<file path="config.mk">
export PLATFORM = sky130hd
export DESIGN_NAME = mem_axi_arbiter
export DESIGN_NICKNAME = d
export VERILOG_FILES = /design/src/rtl/mem_axi_arbiter.sv
export SDC_FILE = /design/constraint.sdc
export NUM_CORES = 1
export LEC_CHECK = 0
export ABC_CLOCK_PERIOD_IN_PS = 2000
export CAP_MARGIN = 30
export CORE_AREA = 2 2 305 307
export CTS_BUF_LIST = sky130_fd_sc_hd__clkbuf_16
export DETAILED_ROUTE_END_ITERATION = 10
export DIE_AREA = 0 0 307 309
export DONT_BUFFER_PORTS = 1
export PLACE_DENSITY_LB_ADDON = 0.1
export SLEW_MARGIN = 15
export SYNTH_ARGS = -nofsm -noshare
export SYNTH_HDL_FRONTEND = slang
export SYNTH_SLANG_ARGS = --single-unit
export TNS_END_PERCENT = 5
</file>
<file path="constraint.sdc">
create_clock -name clk -period 2 [get_ports clk]
set_input_delay 0.2 -clock clk [delete_from_list [all_inputs] [get_ports clk]]
set_output_delay 0.2 -clock clk [all_outputs]
set_load 0.005 [all_outputs]
</file>
<file path="src/rtl/mem_axi_arbiter.sv">
// mem_axi_arbiter
//   Shares the single 64-bit AXI slave port into the PS DDR controller
//   between two FPGA-side masters (m0 = Rocket memory port, m1 = host
//   DMA / debug loader).
//
//   AR and AW are arbitrated independently with 1-bit round-robin
//   pointers. A winner is locked while its request is presented but not
//   yet accepted. The W channel is locked to the AW winner until wlast.
//   The outgoing ID is {master_idx, id}, and R/B responses are steered
//   back by that top ID bit.
//
// Ports
//   clk, reset                  host clock, synchronous active-high reset
//   m{0,1}_ar_* / m{0,1}_aw_*   per-master read / write address
//   m{0,1}_w_*                  per-master write data
//   m{0,1}_r_* / m{0,1}_b_*     per-master read / write responses
//   s_ar_* / s_aw_* / s_w_*     slave-side requests (ID is ID_W+1 wide)
//   s_r_* / s_b_*               slave-side responses (ID is ID_W+1 wide)
//
// Optional build macro
//   MEM_ARB_STATS_EN  adds stat_clear input plus four saturating 32-bit
//                     grant counters (stat_rd_grants0/1, stat_wr_grants0/1).
module mem_axi_arbiter #(
  parameter int ID_W   = 5,
  parameter int ADDR_W = 32,
  parameter int DATA_W = 64
) (
  input  logic                clk,
  input  logic                reset,
  // master 0 read address
  input  logic                m0_ar_valid,
  output logic                m0_ar_ready,
  input  logic [ADDR_W-1:0]   m0_ar_addr,
  input  logic [ID_W-1:0]     m0_ar_id,
  input  logic [7:0]          m0_ar_len,
  input  logic [2:0]          m0_ar_size,
  input  logic [1:0]          m0_ar_burst,
  // master 1 read address
  input  logic                m1_ar_valid,
  output logic                m1_ar_ready,
  input  logic [ADDR_W-1:0]   m1_ar_addr,
  input  logic [ID_W-1:0]     m1_ar_id,
  input  logic [7:0]          m1_ar_len,
  input  logic [2:0]          m1_ar_size,
  input  logic [1:0]          m1_ar_burst,
  // master 0 write address
  input  logic                m0_aw_valid,
  output logic                m0_aw_ready,
  input  logic [ADDR_W-1:0]   m0_aw_addr,
  input  logic [ID_W-1:0]     m0_aw_id,
  input  logic [7:0]          m0_aw_len,
  input  logic [2:0]          m0_aw_size,
  input  logic [1:0]          m0_aw_burst,
  // master 1 write address
  input  logic                m1_aw_valid,
  output logic                m1_aw_ready,
  input  logic [ADDR_W-1:0]   m1_aw_addr,
  input  logic [ID_W-1:0]     m1_aw_id,
  input  logic [7:0]          m1_aw_len,
  input  logic [2:0]          m1_aw_size,
  input  logic [1:0]          m1_aw_burst,
  // master write data
  input  logic                m0_w_valid,
  output logic                m0_w_ready,
  input  logic [DATA_W-1:0]   m0_w_data,
  input  logic [DATA_W/8-1:0] m0_w_strb,
  input  logic                m0_w_last,
  input  logic                m1_w_valid,
  output logic                m1_w_ready,
  input  logic [DATA_W-1:0]   m1_w_data,
  input  logic [DATA_W/8-1:0] m1_w_strb,
  input  logic                m1_w_last,
  // master read responses
  output logic                m0_r_valid,
  input  logic                m0_r_ready,
  output logic [DATA_W-1:0]   m0_r_data,
  output logic [ID_W-1:0]     m0_r_id,
  output logic [1:0]          m0_r_resp,
  output logic                m0_r_last,
  output logic                m1_r_valid,
  input  logic                m1_r_ready,
  output logic [DATA_W-1:0]   m1_r_data,
  output logic [ID_W-1:0]     m1_r_id,
  output logic [1:0]          m1_r_resp,
  output logic                m1_r_last,
  // master write responses
  output logic                m0_b_valid,
  input  logic                m0_b_ready,
  output logic [ID_W-1:0]     m0_b_id,
  output logic [1:0]          m0_b_resp,
  output logic                m1_b_valid,
  input  logic                m1_b_ready,
  output logic [ID_W-1:0]     m1_b_id,
  output logic [1:0]          m1_b_resp,
  // slave read address
  output logic                s_ar_valid,
  input  logic                s_ar_ready,
  output logic [ADDR_W-1:0]   s_ar_addr,
  output logic [ID_W:0]       s_ar_id,
  output logic [7:0]          s_ar_len,
  output logic [2:0]          s_ar_size,
  output logic [1:0]          s_ar_burst,
  // slave write address
  output logic                s_aw_valid,
  input  logic                s_aw_ready,
  output logic [ADDR_W-1:0]   s_aw_addr,
  output logic [ID_W:0]       s_aw_id,
  output logic [7:0]          s_aw_len,
  output logic [2:0]          s_aw_size,
  output logic [1:0]          s_aw_burst,
  // slave write data
  output logic                s_w_valid,
  input  logic                s_w_ready,
  output logic [DATA_W-1:0]   s_w_data,
  output logic [DATA_W/8-1:0] s_w_strb,
  output logic                s_w_last,
  // slave read response
  input  logic                s_r_valid,
  output logic                s_r_ready,
  input  logic [DATA_W-1:0]   s_r_data,
  input  logic [ID_W:0]       s_r_id,
  input  logic [1:0]          s_r_resp,
  input  logic                s_r_last,
  // slave write response
  input  logic                s_b_valid,
  output logic                s_b_ready,
  input  logic [ID_W:0]       s_b_id,
  input  logic [1:0]          s_b_resp
`ifdef MEM_ARB_STATS_EN
  ,
  input  logic                stat_clear,
  output logic [31:0]         stat_rd_grants0,
  output logic [31:0]         stat_rd_grants1,
  output logic [31:0]         stat_wr_grants0,
  output logic [31:0]         stat_wr_grants1
`endif
);

  typedef enum logic [1:0] {
    W_IDLE  = 2'd0,
    W_DATA0 = 2'd1,
    W_DATA1 = 2'd2
  } w_state_e;

  w_state_e w_state_q, w_state_d;

  logic rr_ar_q, rr_ar_d, ar_lock_q, ar_lock_d, ar_own_q, ar_own_d;
  logic rr_aw_q, rr_aw_d, aw_lock_q, aw_lock_d, aw_own_q, aw_own_d;
  logic ar_win, aw_win, ar_hs, aw_hs, aw_offer, w_hs;

  // ---------------- AR arbitration (combinational, no added latency)
  // A locked grant keeps the owner; otherwise the pointer breaks ties and a
  // lone requester wins regardless of the pointer.
  always_comb begin
    ar_win = 1'b0;
    if (ar_lock_q)                       ar_win = ar_own_q;
    else if (m0_ar_valid && m1_ar_valid) ar_win = rr_ar_q;
    else if (m1_ar_valid)                ar_win = 1'b1;
  end

  assign s_ar_valid  = !reset && (ar_win ? m1_ar_valid : m0_ar_valid);
  assign s_ar_addr   = ar_win ? m1_ar_addr  : m0_ar_addr;
  assign s_ar_id     = {ar_win, (ar_win ? m1_ar_id : m0_ar_id)};
  assign s_ar_len    = ar_win ? m1_ar_len   : m0_ar_len;
  assign s_ar_size   = ar_win ? m1_ar_size  : m0_ar_size;
  assign s_ar_burst  = ar_win ? m1_ar_burst : m0_ar_burst;
  assign m0_ar_ready = !reset && !ar_win && s_ar_ready;
  assign m1_ar_ready = !reset &&  ar_win && s_ar_ready;
  assign ar_hs       = s_ar_valid && s_ar_ready;

  always_comb begin
    rr_ar_d   = ar_hs ? ~ar_win : rr_ar_q;
    ar_lock_d = s_ar_valid && !s_ar_ready;
    ar_own_d  = ar_win;
  end

  // ---------------- AW arbitration (offered only while the write FSM is idle)
  assign aw_offer = (w_state_q == W_IDLE);

  always_comb begin
    aw_win = 1'b0;
    if (aw_lock_q)                       aw_win = aw_own_q;
    else if (m0_aw_valid && m1_aw_valid) aw_win = rr_aw_q;
    else if (m1_aw_valid)                aw_win = 1'b1;
  end

  assign s_aw_valid  = !reset && aw_offer && (aw_win ? m1_aw_valid : m0_aw_valid);
  assign s_aw_addr   = aw_win ? m1_aw_addr  : m0_aw_addr;
  assign s_aw_id     = {aw_win, (aw_win ? m1_aw_id : m0_aw_id)};
  assign s_aw_len    = aw_win ? m1_aw_len   : m0_aw_len;
  assign s_aw_size   = aw_win ? m1_aw_size  : m0_aw_size;
  assign s_aw_burst  = aw_win ? m1_aw_burst : m0_aw_burst;
  assign m0_aw_ready = !reset && aw_offer && !aw_win && s_aw_ready;
  assign m1_aw_ready = !reset && aw_offer &&  aw_win && s_aw_ready;
  assign aw_hs       = s_aw_valid && s_aw_ready;

  always_comb begin
    rr_aw_d   = aw_hs ? ~aw_win : rr_aw_q;
    aw_lock_d = s_aw_valid && !s_aw_ready;
    aw_own_d  = aw_win;
  end

  // ---------------- Write FSM: W is steered to the AW winner until wlast.
  // Beats from either master before their AW grant see ready=0.
  always_comb begin
    w_state_d  = w_state_q;
    s_w_valid  = 1'b0;
    s_w_data   = m0_w_data;
    s_w_strb   = m0_w_strb;
    s_w_last   = m0_w_last;
    m0_w_ready = 1'b0;
    m1_w_ready = 1'b0;
    w_hs       = 1'b0;
    case (w_state_q)
      W_IDLE: begin
        if (aw_hs) w_state_d = aw_win ? W_DATA1 : W_DATA0;
      end
      W_DATA0: begin
        s_w_valid  = !reset && m0_w_valid;
        m0_w_ready = !reset && s_w_ready;
        w_hs       = s_w_valid && s_w_ready;
        if (w_hs && m0_w_last) w_state_d = W_IDLE;
      end
      W_DATA1: begin
        s_w_valid  = !reset && m1_w_valid;
        s_w_data   = m1_w_data;
        s_w_strb   = m1_w_strb;
        s_w_last   = m1_w_last;
        m1_w_ready = !reset && s_w_ready;
        w_hs       = s_w_valid && s_w_ready;
        if (w_hs && m1_w_last) w_state_d = W_IDLE;
      end
      default: w_state_d = W_IDLE;
    endcase
  end

  always_ff @(posedge clk) begin
    if (reset) begin
      w_state_q <= W_IDLE;
      rr_ar_q   <= 1'b0;
      ar_lock_q <= 1'b0;
      ar_own_q  <= 1'b0;
      rr_aw_q   <= 1'b0;
      aw_lock_q <= 1'b0;
      aw_own_q  <= 1'b0;
    end else begin
      w_state_q <= w_state_d;
      rr_ar_q   <= rr_ar_d;
      ar_lock_q <= ar_lock_d;
      ar_own_q  <= ar_own_d;
      rr_aw_q   <= rr_aw_d;
      aw_lock_q <= aw_lock_d;
      aw_own_q  <= aw_own_d;
    end
  end

  // ---------------- Response steering by the tag bit (pure combinational)
  assign m0_r_valid = !reset && s_r_valid && !s_r_id[ID_W];
  assign m1_r_valid = !reset && s_r_valid &&  s_r_id[ID_W];
  assign m0_r_data  = s_r_data;
  assign m1_r_data  = s_r_data;
  assign m0_r_id    = s_r_id[ID_W-1:0];
  assign m1_r_id    = s_r_id[ID_W-1:0];
  assign m0_r_resp  = s_r_resp;
  assign m1_r_resp  = s_r_resp;
  assign m0_r_last  = s_r_last;
  assign m1_r_last  = s_r_last;
  assign s_r_ready  = !reset && (s_r_id[ID_W] ? m1_r_ready : m0_r_ready);

  assign m0_b_valid = !reset && s_b_valid && !s_b_id[ID_W];
  assign m1_b_valid = !reset && s_b_valid &&  s_b_id[ID_W];
  assign m0_b_id    = s_b_id[ID_W-1:0];
  assign m1_b_id    = s_b_id[ID_W-1:0];
  assign m0_b_resp  = s_b_resp;
  assign m1_b_resp  = s_b_resp;
  assign s_b_ready  = !reset && (s_b_id[ID_W] ? m1_b_ready : m0_b_ready);

`ifdef MEM_ARB_STATS_EN
  // ---------------- Grant statistics (saturating, clear beats increment)
  logic [31:0] rd0_q, rd1_q, wr0_q, wr1_q;

  function automatic logic [31:0] sat_inc(input logic [31:0] v);
    return (v == 32'hFFFF_FFFF) ? v : v + 32'd1;
  endfunction

  always_ff @(posedge clk) begin
    if (reset || stat_clear) begin
      rd0_q <= '0;
      rd1_q <= '0;
      wr0_q <= '0;
      wr1_q <= '0;
    end else begin
      if (ar_hs && !ar_win) rd0_q <= sat_inc(rd0_q);
      if (ar_hs &&  ar_win) rd1_q <= sat_inc(rd1_q);
      if (aw_hs && !aw_win) wr0_q <= sat_inc(wr0_q);
      if (aw_hs &&  aw_win) wr1_q <= sat_inc(wr1_q);
    end
  end

  assign stat_rd_grants0 = rd0_q;
  assign stat_rd_grants1 = rd1_q;
  assign stat_wr_grants0 = wr0_q;
  assign stat_wr_grants1 = wr1_q;
`endif

endmodule

</file>
Word level (Yosys, flattened, before mapping). Cells that the tools add are included.

Equality and inequality tests: 5. Mux-type cells: 31. Bitwise logic cells: 2. Reductions and logical operators: 41.

Operators by type and width (number): $mux W32 (2); $mux W64 (1); $logic_and A1 B1 Y1 (32); $mux W8 (3); $mux W1 (13); $mux W2 (6); $mux W5 (2); $logic_not A1 Y1 (7); $mux W3 (2); $ne A2 B2 Y1 const B (3); $pmux W2 S3 (1); $reduce_and A3 Y1 (1); $eq A2 B1 Y1 const B (1); $eq A2 B2 Y1 const B (1); $logic_not A2 Y1 (1); $not A1 Y1 (2); $pmux W1 S2 (1).

Register bits: 8. Output and inout bits: 348. Logic and storage cells: 86.

Depth between registers and ports, before layout. Gate-level depths: netlist (run 1).

Depth in word-level cells: 8. Mapped depth: 6. Mapped depth without buffers: 6.

Least setup slack after synthesis (run 1). Ideal clock, no wire load.

Path type: flip-flop to output port. Start point: register w_state_q[0]. End point: output s_w_data[12]. Data arrival time: 1316 ps. Required time: 1800 ps. Path slack: 484 ps. Cell stages (with the launch flop): 6. Path through: dfxtp_1 inv_1 ha_1 buf_2 buf_2 mux2_2.

Longest elaborated chain between the ends: 2.

RTL lines: start, declared (line 145) `w_state_e w_state_q, w_state_d;`; start signal, assigned (line 247) `w_state_q <= w_state_d;`; $eq A2 B2 Y1 (line 214) `case (w_state_q)`; $mux W64 (line 214); end, declared (line 114) `output logic [DATA_W-1:0] s_w_data,`.

Every way passes these cells.

Final worst setup path (run 1).
Start point: register rr_ar_q. End point: output s_ar_len[5].

Longest elaborated chain between the ends: 3.

RTL lines: start, declared (line 147) `logic rr_ar_q, rr_ar_d, ar_lock_q, ar_lock_d, ar_own_q, ar_own_d;`; start signal, assigned (line 248) `rr_ar_q <= rr_ar_d;`; $mux W1 (line 157) `else if (m0_ar_valid && m1_ar_valid) ar_win = rr_ar_q;`; $mux W1 (line 156) `if (ar_lock_q) ar_win = ar_own_q;`; $mux W8 (line 164) `assign s_ar_len = ar_win ? m1_ar_len : m0_ar_len;`; end, declared (line 100) `output logic [7:0] s_ar_len,`.

Every way passes these cells.

==> results of run 1 <==
[final timing paths]
kind,from,end,slack [ps]
min reg2reg,rr_aw_q,rr_aw_q,550
max,rr_ar_q,s_ar_len[5],50
min,s_aw_ready,aw_lock_q,20
max reg2reg,rr_ar_q,ar_lock_q,340
[through the flow]
stage	instances	instance area [um^2]
after floorplan	430	4100
after global placement	1446	4330
after detailed placement	1446	4330
after CTS	1452	4440
after global routing	1464	4580
final	1464	4580
[cell type report]
cell class                      count  area [um^2]
Antenna cell                        5         12.5
Clock buffer                        3         75.1
Fill cell                       10768        86800
Inverter                            6         22.5
Multi-Input combinational cell    234         2550
Sequential cell                     8          161
Tap cell                         1186         1480
Timing Repair Buffer               22          275
[power breakdown]
group | internal [W] | switching (W)
clock network | 0.000264 | 0.000159
registers | 0.000187 | 0.0000241
logic | 0.000981 | 0.00104
total | 0.00143 | 0.00122
[cell families (layout without fill, tap and decap cells)]
family / after synthesis / after routing
AND/OR/NAND/NOR: 41 / 41
adder cells (fa/ha/maj): 3 / 3
buffers and inverters: 188 / 31
flip-flops: 8 / 8
other: 0 / 5
multiplexers: 179 / 179
AO/OA/AOI/OAI: 11 / 11
[cells in the mapped netlist, types with 4 or more instances]
library cell	count
nand2_1	7
buf_2	9
nor2_1	10
dfxtp_1	8
nor3b_1	5
mux2i_1	5
inv_1	5
mux2_2	139
buf_4	161
mux2_4	35
buf_6	6
nor2b_1	4
[layer usage]
layer | up-vias | GRT usage | wire, um
li1 | 1008 | - | -
met2 | 412 | 0.0772 | 12200
met4 | 20 | 0.0183 | 1200
met3 | 104 | 0.0252 | 3010
met1 | 1142 | 0.0378 | 7250
met5 | - | 0 | 138
[registers in the layout, summed over array words and instances, names as in the netlist]
name / count
w_state_q: 2
rr_ar_q: 1
ar_own_q: 1
rr_aw_q: 1
aw_own_q: 1
aw_lock_q: 1
ar_lock_q: 1
[worst register-to-register path: cells and delay by family (launching register included)]
kind,cells,cell delay [ps]
compound gates,1,330
mux,1,230
buf+inv,3,540
simple gates,2,100
flops,1,350
[timing repair]
item | CTS | global route
endpoints found under the setup margin | 1 | 40
hold buffers | 3 | 0
pin swaps | 0 | 1
resized for setup | 1 | 13
hold endpoints to repair | 4 | 0
cloned | 0 | 3
buffers inserted | 0 | 4
==> impl_metrics.xml, run 1 <==
<?xml version="1.0" encoding="UTF-8"?>
<metrics>
  <group name="outcome">
    <metric name="status" unit="">finished clean</metric>
  </group>
  <group name="logic_synthesis">
    <metric name="synth_cell_types" unit="">34</metric>
    <metric name="postSynth.asyncResetShare" unit="">0</metric>
    <metric name="synth.cell_area" unit="um^2">4100</metric>
    <metric name="postSynthAreaPerCell" unit="um^2">9.54</metric>
    <metric name="synth_compound_area_frac" unit="">0.0235</metric>
    <metric name="mappedNetlistNets" unit="">877</metric>
    <metric name="post_synth_inst_count" unit="">430</metric>
    <metric name="synthSimpleGateAreaFrac" unit="">0.0586</metric>
    <metric name="synth.top_cells.by_area" unit="">mux2_2, buf_4, mux2_4</metric>
    <metric name="yosys.area.top_type_share" unit="">0.382</metric>
    <metric name="synth_ff_type" unit="">dfxtp_1</metric>
    <metric name="synth_largest_area_cell" unit="">mux2_2</metric>
    <metric name="synth.area.mux_share" unit="">0.522</metric>
    <metric name="ys_warn_count" unit="">0</metric>
    <metric name="ys_ff_latch" unit="">8</metric>
    <metric name="synth_xor_area_frac" unit="">0</metric>
    <metric name="synth_top_family_by_area" unit="">multiplexers</metric>
    <metric name="synth_enable_flop_cells" unit="">0</metric>
    <metric name="part_of_the_yosys_area_used_for_sequential_elements" unit="">0.0390</metric>
    <metric name="adder_cell_share_of_the_synthesized_area" unit="">0.00915</metric>
  </group>
  <group name="detailed_routing">
    <metric name="drc" unit="">0</metric>
    <metric name="wl_per_cell" unit="um">16.2</metric>
    <metric name="via_count" unit="">2686</metric>
    <metric name="drt-pass1-iter-count" unit="">3</metric>
    <metric name="drt_iter0_drc" unit="">51</metric>
    <metric name="postRouteWirelength" unit="mm">23.7</metric>
    <metric name="ant_nets" unit="">0</metric>
    <metric name="avgViaCountPerCell" unit="">1.83</metric>
  </group>
  <group name="critical_path">
    <metric name="cpLargestDelayFamily" unit="">buffers and inverters</metric>
    <metric name="data_required_time_at_the_worst_endpoint" unit="ps">1800</metric>
    <metric name="critical_path_buf_inv_count" unit="">2</metric>
    <metric name="highest_cell_delay_on_the_worst_timing_path" unit="ps">350</metric>
    <metric name="crit_type" unit="">register to output port</metric>
    <metric name="crit_path_end_kind" unit="">output port</metric>
    <metric name="timing.critical_path.depth" unit="">5</metric>
    <metric name="critical_path_peak_fanout" unit="">25</metric>
    <metric name="ff2ff_path_depth" unit="">7</metric>
    <metric name="worstSetupStartpointType" unit="">register</metric>
    <metric name="crit_arrival" unit="ps">1750</metric>
    <metric name="timing.critical_path.cells" unit="">nor2b_2 &gt; o31ai_4 &gt; buf_4 &gt; buf_12 &gt; mux2_4</metric>
    <metric name="timing.critical_path.slowest_stage_cell" unit="">dfxtp_2</metric>
  </group>
  <group name="cts">
    <metric name="cts_max_path_buffers" unit="">2</metric>
    <metric name="clk_sinks" unit="">8</metric>
    <metric name="clock_buffers_created_by_tritoncts" unit="">3</metric>
    <metric name="cts.reportedPaths.clkPinSlew" unit="ps">70</metric>
    <metric name="cts-root-buf" unit="">clkbuf_16</metric>
    <metric name="h_tree_lvls" unit="">1</metric>
    <metric name="cts_tree" unit="">built</metric>
    <metric name="worstSkewPairLatency" unit="ps">270</metric>
  </group>
  <group name="floorplanning">
    <metric name="ios" unit="">792</metric>
    <metric name="dieWidth" unit="um">307</metric>
    <metric name="placement_rows" unit="">111</metric>
    <metric name="die-height" unit="um">309</metric>
    <metric name="initial_utilization" unit="">0.0449</metric>
    <metric name="die-area" unit="um^2">94900</metric>
    <metric name="core-area" unit="um^2">91400</metric>
  </group>
  <group name="global_routing">
    <metric name="grt_pass1_wl" unit="mm">26.4</metric>
    <metric name="largest_net_degree_at_the_start_of_global_routing" unit="">75</metric>
    <metric name="global_route.usage.total" unit="">0.0424</metric>
    <metric name="gr-total-overflow" unit="">0</metric>
    <metric name="grt_antenna_before_repair" unit="">26</metric>
    <metric name="first_global_vias" unit="">2776</metric>
  </group>
  <group name="place">
    <metric name="pre_cts_ws" unit="ps">251</metric>
    <metric name="port_buffers" unit="">0</metric>
    <metric name="dpl.hpwl" unit="mm">20.2</metric>
    <metric name="globalplace.congestion" unit="">0.770</metric>
  </group>
  <group name="hold_path">
    <metric name="timing.hold.worst.class" unit="">primary input to register</metric>
    <metric name="timing.hold.worst_path_depth" unit="">1</metric>
  </group>
  <group name="sta">
    <metric name="finalWorstPathRequiredPeriod" unit="ps">1950</metric>
    <metric name="timing.hold.ws" unit="ps">22.1</metric>
    <metric name="finClkSkew" unit="ps">20.4</metric>
    <metric name="fmax" unit="MHz">512</metric>
    <metric name="setup_viol" unit="">0</metric>
    <metric name="unrepaired_setup_endpoints_after_global_routing" unit="">true</metric>
    <metric name="tns" unit="ps">0</metric>
    <metric name="final-max-slew-violation-count" unit="">0</metric>
    <metric name="max_slew_margin_vs_limit" unit="">0.618</metric>
    <metric name="share_of_the_clock_period_used_by_the_worst_path" unit="">0.976</metric>
    <metric name="final.setup.worst_slack" unit="ps">47.3</metric>
    <metric name="max_slew.worst_pin.slew" unit="ps">572</metric>
    <metric name="finalHoldViolations" unit="">0</metric>
  </group>
  <group name="cells_and_area">
    <metric name="mostFrequentLayoutCells" unit="">mux2_2, mux2_4, buf_4</metric>
    <metric name="finish.utilization" unit="">0.0502</metric>
    <metric name="layout_commonest_cell" unit="">mux2_2</metric>
    <metric name="final_layout_size_suffix_gt1_frac" unit="">0.762</metric>
    <metric name="flow.area_growth_from_synthesis" unit="%">11.7</metric>
    <metric name="nNetsFinal" unit="">722</metric>
  </group>
  <group name="power">
    <metric name="irDropWorstVdd" unit="V">0.000208</metric>
    <metric name="total_power" unit="W">0.00265</metric>
    <metric name="total_leakage_power" unit="nW">1.22</metric>
    <metric name="power_density" unit="nW/um^2">579</metric>
  </group>
  <group name="flow_run">
    <metric name="timing.max_cap.violations" unit="">0</metric>
  </group>
</metrics>
Note: power is estimated with default switching activity, not from simulation.
==> run 2, diff against run 1 <==
--- a/config.mk
+++ b/config.mk
@@ -13,7 +13,8 @@
 export DIE_AREA = 0 0 307 309
 export DONT_BUFFER_PORTS = 1
 export PLACE_DENSITY_LB_ADDON = 0.1
-export SLEW_MARGIN = 15
+export RECOVER_POWER = 50
+export SLEW_MARGIN = 20
 export SYNTH_ARGS = -nofsm -noshare
 export SYNTH_HDL_FRONTEND = slang
 export SYNTH_SLANG_ARGS = --single-unit
==> run 2 against run 1 <==
Net effect:
- cell count is the same
- worst setup slack did not move
- total power about the same
- combinational power hardly changed
- critical path type unchanged
- highest routed layer unchanged
==> impl_metrics.xml, run 2 (synthesis gave the netlist of run 1 again) <==
<?xml version="1.0" encoding="UTF-8"?>
<metrics>
  <group name="outcome">
    <metric name="status" unit="">finished clean</metric>
  </group>
  <group name="critical_path">
    <metric name="worst_setup_path_startpoint" unit="">rr_ar_q</metric>
    <metric name="ff2ff_path_depth" unit="">7</metric>
    <metric name="timing.critical_path.cells" unit="">nor2b_2 &gt; o31ai_4 &gt; buf_4 &gt; buf_12 &gt; mux2_4</metric>
    <metric name="crit_path_end_kind" unit="">output port</metric>
    <metric name="critical_path_peak_fanout" unit="">25</metric>
    <metric name="worst_reg2reg_endpoint" unit="">ar_lock_q</metric>
    <metric name="timing.critical_path.slowest_stage_cell" unit="">dfxtp_2</metric>
    <metric name="regToRegStartpoint" unit="">rr_ar_q</metric>
    <metric name="register_to_register_setup_slack" unit="ps">340</metric>
    <metric name="data_required_time_at_the_worst_endpoint" unit="ps">1800</metric>
    <metric name="timing.critical_path.depth" unit="">5</metric>
    <metric name="crit_end" unit="">s_ar_len[5]</metric>
    <metric name="crit_arrival" unit="ps">1750</metric>
    <metric name="cpLargestDelayFamily" unit="">buffers and inverters</metric>
    <metric name="critical_path_buf_inv_count" unit="">2</metric>
    <metric name="worstSetupStartpointType" unit="">register</metric>
    <metric name="highest_cell_delay_on_the_worst_timing_path" unit="ps">350</metric>
    <metric name="crit_type" unit="">register to output port</metric>
  </group>
  <group name="cells_and_area">
    <metric name="flip_flop_count_of_the_largest_register_all_copies_and_words_added" unit="">2</metric>
    <metric name="mostFrequentLayoutCells" unit="">mux2_2, mux2_4, nor2_1, buf_4</metric>
    <metric name="most_flop_heavy_register" unit="">w_state_q</metric>
    <metric name="nNetsFinal" unit="">722</metric>
    <metric name="final_layout_size_suffix_gt1_frac" unit="">0.758</metric>
    <metric name="flow.area_growth_from_synthesis" unit="%">11.7</metric>
    <metric name="n_fill_cell" unit="">10768</metric>
    <metric name="layout_commonest_cell" unit="">mux2_2</metric>
  </group>
  <group name="sta">
    <metric name="finalWorstPathRequiredPeriod" unit="ps">1950</metric>
    <metric name="max_slew_margin_vs_limit" unit="">0.618</metric>
    <metric name="finClkSkew" unit="ps">20.4</metric>
    <metric name="setup_viol" unit="">0</metric>
    <metric name="share_of_the_clock_period_used_by_the_worst_path" unit="">0.976</metric>
    <metric name="fmax" unit="MHz">512</metric>
    <metric name="timing.hold.ws" unit="ps">22.1</metric>
    <metric name="max_slew.worst_pin.slew" unit="ps">572</metric>
    <metric name="final-max-slew-violation-count" unit="">0</metric>
    <metric name="unrepaired_setup_endpoints_after_global_routing" unit="">true</metric>
    <metric name="finalHoldViolations" unit="">0</metric>
  </group>
  <group name="place">
    <metric name="globalplace.congestion" unit="">0.770</metric>
    <metric name="dpl.hpwl" unit="mm">20.2</metric>
    <metric name="port_buffers" unit="">0</metric>
  </group>
  <group name="detailed_routing">
    <metric name="wl_per_cell" unit="um">16.2</metric>
    <metric name="drt_iter0_drc" unit="">51</metric>
    <metric name="via_count" unit="">2686</metric>
    <metric name="drc" unit="">0</metric>
    <metric name="postRouteWirelength" unit="mm">23.7</metric>
    <metric name="ant_nets" unit="">0</metric>
    <metric name="drt-pass1-iter-count" unit="">3</metric>
    <metric name="avgViaCountPerCell" unit="">1.83</metric>
  </group>
  <group name="power">
    <metric name="power_density" unit="nW/um^2">579</metric>
    <metric name="total_leakage_power" unit="nW">1.22</metric>
    <metric name="total_power" unit="W">0.00265</metric>
    <metric name="irDropWorstVdd" unit="V">0.000208</metric>
  </group>
  <group name="global_routing">
    <metric name="gr-total-overflow" unit="">0</metric>
    <metric name="first_global_vias" unit="">2776</metric>
    <metric name="global_route.usage.total" unit="">0.0424</metric>
    <metric name="global_route.usage.met3" unit="">0.0252</metric>
    <metric name="largest_net_degree_at_the_start_of_global_routing" unit="">75</metric>
    <metric name="global_route.usage.met2" unit="">0.0772</metric>
    <metric name="grt-busiest-layer" unit="">met2</metric>
    <metric name="grt_met1_use" unit="">0.0378</metric>
    <metric name="grt_pass1_wl" unit="mm">26.4</metric>
    <metric name="grt_antenna_before_repair" unit="">26</metric>
  </group>
  <group name="hold_path">
    <metric name="timing.hold.worst_path_depth" unit="">1</metric>
    <metric name="min-delay-start" unit="">s_aw_ready</metric>
    <metric name="timing.hold.worst.class" unit="">primary input to register</metric>
  </group>
  <group name="floorplanning">
    <metric name="initial_utilization" unit="">0.0449</metric>
    <metric name="die-area" unit="um^2">94900</metric>
    <metric name="dieWidth" unit="um">307</metric>
    <metric name="ios" unit="">792</metric>
    <metric name="placement_rows" unit="">111</metric>
    <metric name="core-area" unit="um^2">91400</metric>
    <metric name="die-height" unit="um">309</metric>
  </group>
  <group name="cts">
    <metric name="h_tree_lvls" unit="">1</metric>
    <metric name="worstSkewPairLatency" unit="ps">270</metric>
    <metric name="cts_max_path_buffers" unit="">2</metric>
    <metric name="cts.reportedPaths.clkPinSlew" unit="ps">70</metric>
    <metric name="clock_buffers_created_by_tritoncts" unit="">3</metric>
    <metric name="clk_sinks" unit="">8</metric>
    <metric name="cts_tree" unit="">built</metric>
    <metric name="cts-root-buf" unit="">clkbuf_16</metric>
  </group>
  <group name="flow_run">
    <metric name="timing.max_cap.violations" unit="">0</metric>
  </group>
</metrics>
## run 2: cell count changes in the layout (fill, tap and decap cells not counted), sizes merged
| cell | change |
|---|---|
| buf | -1 |
| clkbuf | +1 |
## run 2: area by class of cell
| type | count | area [um^2] | area share |
|---|---|---|---|
| multi-input cells | 234 | 2550 | 0.557 |
| well taps | 1186 | 1480 | 0.324 |
| repair buffers | 22 | 272 | 0.0593 |
| flip-flops and latches | 8 | 161 | 0.0352 |
| clock buffers | 3 | 75.1 | 0.0164 |
| inverters | 6 | 22.5 | 0.00492 |
| diodes | 5 | 12.5 | 0.00273 |
## run 2: per-stage QoR
stage,utilization,TNS [ps],std cells,cell area [um^2],setup WS (ps)
2_1_floorplan,-,0,430,4100,484
3_3_place_gp,0.0474,0,1446,4330,241
3_5_place_dp,0.0474,0,1446,4330,251
4_1_cts,0.0486,0,1452,4440,23.4
5_1_grt,0.0501,-402,1464,4580,-25.2
6_report,0.0501,0,1464,4580,47.3
## run 2: how the worst min path moves through the flow
| stage | end | slack (ps) |
|---|---|---|
| after floorplan | ar_lock_q | 270 |
| after global placement | rr_aw_q | 280 |
| after detailed placement | ar_lock_q | 280 |
| after CTS | rr_aw_q | 4 |
| after global routing | rr_aw_q | 6 |
| final | aw_lock_q | 20 |
## run 2: power by group
group          total (W)  internal, W  leakage [nW]  switching [W]
registers       0.000211     0.000187        0.0661      0.0000241
clock network   0.000424     0.000264        0.0370       0.000159
logic            0.00202     0.000981          1.11        0.00104
total            0.00265      0.00143          1.22        0.00122
## run 2: repair_timing
| item | in CTS | in global routing |
|---|---|---|
| endpoints found under the hold margin | 4 | 0 |
| setup endpoints to repair | 1 | 40 |
| resized for setup | 1 | 13 |
| gates cloned | 0 | 3 |
| pin swaps | 0 | 1 |
| hold buffers | 3 | 0 |
| setup buffers | 0 | 4 |
## run 2: metal layers
metal  vias to the layer above  share of wire
met1                      1142           0.31
met3                       104           0.13
met5                         -         0.0058
met4                        20          0.050
li1                       1008              -
met2                       412           0.51
==> run 3, diff against run 2 <==
--- a/config.mk
+++ b/config.mk
@@ -7,6 +7,8 @@
 export LEC_CHECK = 0
 export ABC_CLOCK_PERIOD_IN_PS = 2000
 export CAP_MARGIN = 30
+export CELL_PAD_IN_SITES_DETAIL_PLACEMENT = 1
+export CELL_PAD_IN_SITES_GLOBAL_PLACEMENT = 2
 export CORE_AREA = 2 2 305 307
 export CTS_BUF_LIST = sky130_fd_sc_hd__clkbuf_16
 export DETAILED_ROUTE_END_ITERATION = 10
==> run 3 against run 2 <==
Net effect:
- via count fell by 5.6%
- non-clock buffer count fell by 15
- critical path type unchanged
- sequential power barely moved
- first-iteration DRC count fell by 2.0%
- flip-flop and latch count did not move
- largest cell class unchanged
- maximum frequency rose by 3.0%
- clock power fell by 2%
==> impl_metrics.xml, run 3 (synthesis gave the netlist of run 1 again) <==
<?xml version="1.0" encoding="UTF-8"?>
<metrics>
  <group name="global_routing">
    <metric name="grt-busiest-layer" unit="">met2</metric>
    <metric name="grt_met1_use" unit="">0.0266</metric>
    <metric name="first_global_vias" unit="">2838</metric>
    <metric name="largest_net_degree_at_the_start_of_global_routing" unit="">67</metric>
    <metric name="gr-total-overflow" unit="">0</metric>
    <metric name="global_route.usage.met2" unit="">0.0571</metric>
    <metric name="grt_pass1_wl" unit="mm">21.5</metric>
    <metric name="global_route.usage.met3" unit="">0.0180</metric>
    <metric name="grt_antenna_before_repair" unit="">9</metric>
    <metric name="global_route.usage.total" unit="">0.0324</metric>
  </group>
  <group name="detailed_routing">
    <metric name="wl_per_cell" unit="um">12.4</metric>
    <metric name="via_count" unit="">2536</metric>
    <metric name="drt_iter0_drc" unit="">50</metric>
    <metric name="drc" unit="">0</metric>
    <metric name="drt-pass1-iter-count" unit="">4</metric>
    <metric name="postRouteWirelength" unit="mm">18.0</metric>
    <metric name="avgViaCountPerCell" unit="">1.75</metric>
    <metric name="ant_nets" unit="">0</metric>
  </group>
  <group name="floorplanning">
    <metric name="placement_rows" unit="">111</metric>
    <metric name="die-height" unit="um">309</metric>
    <metric name="ios" unit="">792</metric>
    <metric name="dieWidth" unit="um">307</metric>
    <metric name="core-area" unit="um^2">91400</metric>
    <metric name="initial_utilization" unit="">0.0449</metric>
    <metric name="die-area" unit="um^2">94900</metric>
  </group>
  <group name="place">
    <metric name="port_buffers" unit="">0</metric>
    <metric name="dpl_cell_area" unit="um^2">4280</metric>
    <metric name="globalplace.congestion" unit="">0.700</metric>
    <metric name="pre_cts_ws" unit="ps">276</metric>
    <metric name="dpl.hpwl" unit="mm">16.1</metric>
  </group>
  <group name="hold_path">
    <metric name="timing.hold.worst_path_depth" unit="">1</metric>
    <metric name="min-delay-start" unit="">s_aw_ready</metric>
    <metric name="timing.hold.worst.class" unit="">primary input to register</metric>
    <metric name="timing.hold.worst_endpoint" unit="">aw_lock_q</metric>
  </group>
  <group name="cts">
    <metric name="h_tree_lvls" unit="">1</metric>
    <metric name="cts.reportedPaths.clkPinSlew" unit="ps">60</metric>
    <metric name="cts-root-buf" unit="">clkbuf_16</metric>
    <metric name="clock_buffers_created_by_tritoncts" unit="">3</metric>
    <metric name="clk_sinks" unit="">8</metric>
    <metric name="cts_max_path_buffers" unit="">2</metric>
    <metric name="post-cts-setup-buffer-count" unit="">0</metric>
    <metric name="cts_tree" unit="">built</metric>
    <metric name="worstSkewPairLatency" unit="ps">260</metric>
  </group>
  <group name="critical_path">
    <metric name="register_to_register_setup_slack" unit="ps">410</metric>
    <metric name="worst_reg2reg_endpoint" unit="">w_state_q[0]</metric>
    <metric name="critical_path_peak_fanout" unit="">41</metric>
    <metric name="ff2ff_path_depth" unit="">5</metric>
    <metric name="crit_path_end_kind" unit="">output port</metric>
    <metric name="worstSetupStartpointType" unit="">register</metric>
    <metric name="crit_type" unit="">register to output port</metric>
    <metric name="data_required_time_at_the_worst_endpoint" unit="ps">1800</metric>
    <metric name="crit_arrival" unit="ps">1700</metric>
    <metric name="regToRegStartpoint" unit="">w_state_q[0]</metric>
  </group>
  <group name="outcome">
    <metric name="status" unit="">finished clean</metric>
  </group>
  <group name="sta">
    <metric name="final-max-slew-violation-count" unit="">0</metric>
    <metric name="share_of_the_clock_period_used_by_the_worst_path" unit="">0.948</metric>
    <metric name="max_slew.worst_pin.slew" unit="ps">332</metric>
    <metric name="unrepaired_setup_endpoints_after_global_routing" unit="">false</metric>
    <metric name="finalWorstPathRequiredPeriod" unit="ps">1900</metric>
    <metric name="tns" unit="ps">0</metric>
    <metric name="fmax" unit="MHz">528</metric>
    <metric name="final.setup.worst_slack" unit="ps">105</metric>
    <metric name="setup_viol" unit="">0</metric>
    <metric name="finalHoldViolations" unit="">0</metric>
    <metric name="finClkSkew" unit="ps">7.69</metric>
    <metric name="max_slew_margin_vs_limit" unit="">0.776</metric>
  </group>
  <group name="cells_and_area">
    <metric name="mostFrequentLayoutCells" unit="">mux2_2, mux2_4, nor2_1</metric>
    <metric name="design_area" unit="um^2">4410</metric>
    <metric name="multi_input_comb_area" unit="um^2">2530</metric>
    <metric name="final_layout_size_suffix_gt1_frac" unit="">0.740</metric>
    <metric name="layout_commonest_cell" unit="">mux2_2</metric>
    <metric name="nNetsFinal" unit="">707</metric>
    <metric name="n_fill_cell" unit="">10818</metric>
    <metric name="flip_flop_count_of_the_largest_register_all_copies_and_words_added" unit="">2</metric>
    <metric name="most_flop_heavy_register" unit="">w_state_q</metric>
    <metric name="seq_area" unit="um^2">160</metric>
    <metric name="flow.area_growth_from_synthesis" unit="%">7.44</metric>
  </group>
  <group name="power">
    <metric name="power_density" unit="nW/um^2">539</metric>
    <metric name="total_leakage_power" unit="nW">1.11</metric>
    <metric name="irDropWorstVdd" unit="V">0.000284</metric>
  </group>
  <group name="flow_run">
    <metric name="timing.max_cap.violations" unit="">0</metric>
  </group>
</metrics>
==> run 3: per-layer routing <==
metal,wire length (um),part of all wire
met2,9480,0.53
met1,4910,0.27
met4,1240,0.069
met3,2380,0.13
met5,0,0
==> run 3: layout make-up <==
| cell class | instances | share of cell area |
|---|---|---|
| inverter | 6 | 0.00511 |
| clock buffer | 3 | 0.0170 |
| timing repair buffer | 7 | 0.0267 |
| antenna | 6 | 0.00341 |
| sequential | 8 | 0.0363 |
| multi-input combinational | 234 | 0.575 |
| tap | 1186 | 0.337 |
==> run 3: worst max-delay path, stage by stage, from the launching register on <==
cell and delay [ps]:
dfxtp_1 370, nor2b_1 90, o31ai_4 230, buf_12 290, mux2_2 400
==> run 3: worst max-delay path by stage <==
stage	start	cells past startpoint	end	slack, ps
after floorplan	w_state_q[0]	5	s_w_data[12]	480
after global placement	w_state_q[0]	4	s_w_data[49]	330
after detailed placement	w_state_q[0]	4	s_w_data[49]	280
after CTS	w_state_q[0]	4	s_w_data[49]	5
after global routing	rr_ar_q	5	s_ar_valid	10
final	rr_ar_q	4	s_ar_addr[6]	100
==> run 3: timing repair <==
action                                  in CTS  in global routing
hold buffers                                 1                  0
gates cloned                                 0                  1
resized for setup                            1                  0
hold endpoints to repair                     1                  0
endpoints found under the setup margin       1                 42
==> run 3: power breakdown <==
part	internal [W]	switching, W	total (W)	leakage (nW)
Combinational	0.000924	0.000823	0.00175	1.01
Sequential	0.000187	0.0000262	0.000213	0.0657
Clock	0.000264	0.000151	0.000415	0.0370
Total	0.00137	0.00100	0.00237	1.11
==> run 3: through the flow <==
step                      total power (W)  std cells  hold slack, ps    util
final                             0.00237       1450            18.7  0.0482
after floorplan                   0.00192        430             271       -
after detailed placement          0.00193       1439             281  0.0468
after global routing              0.00256       1450            5.87  0.0482
after global placement            0.00195       1439             280  0.0468
after CTS                         0.00240       1443            3.80  0.0478
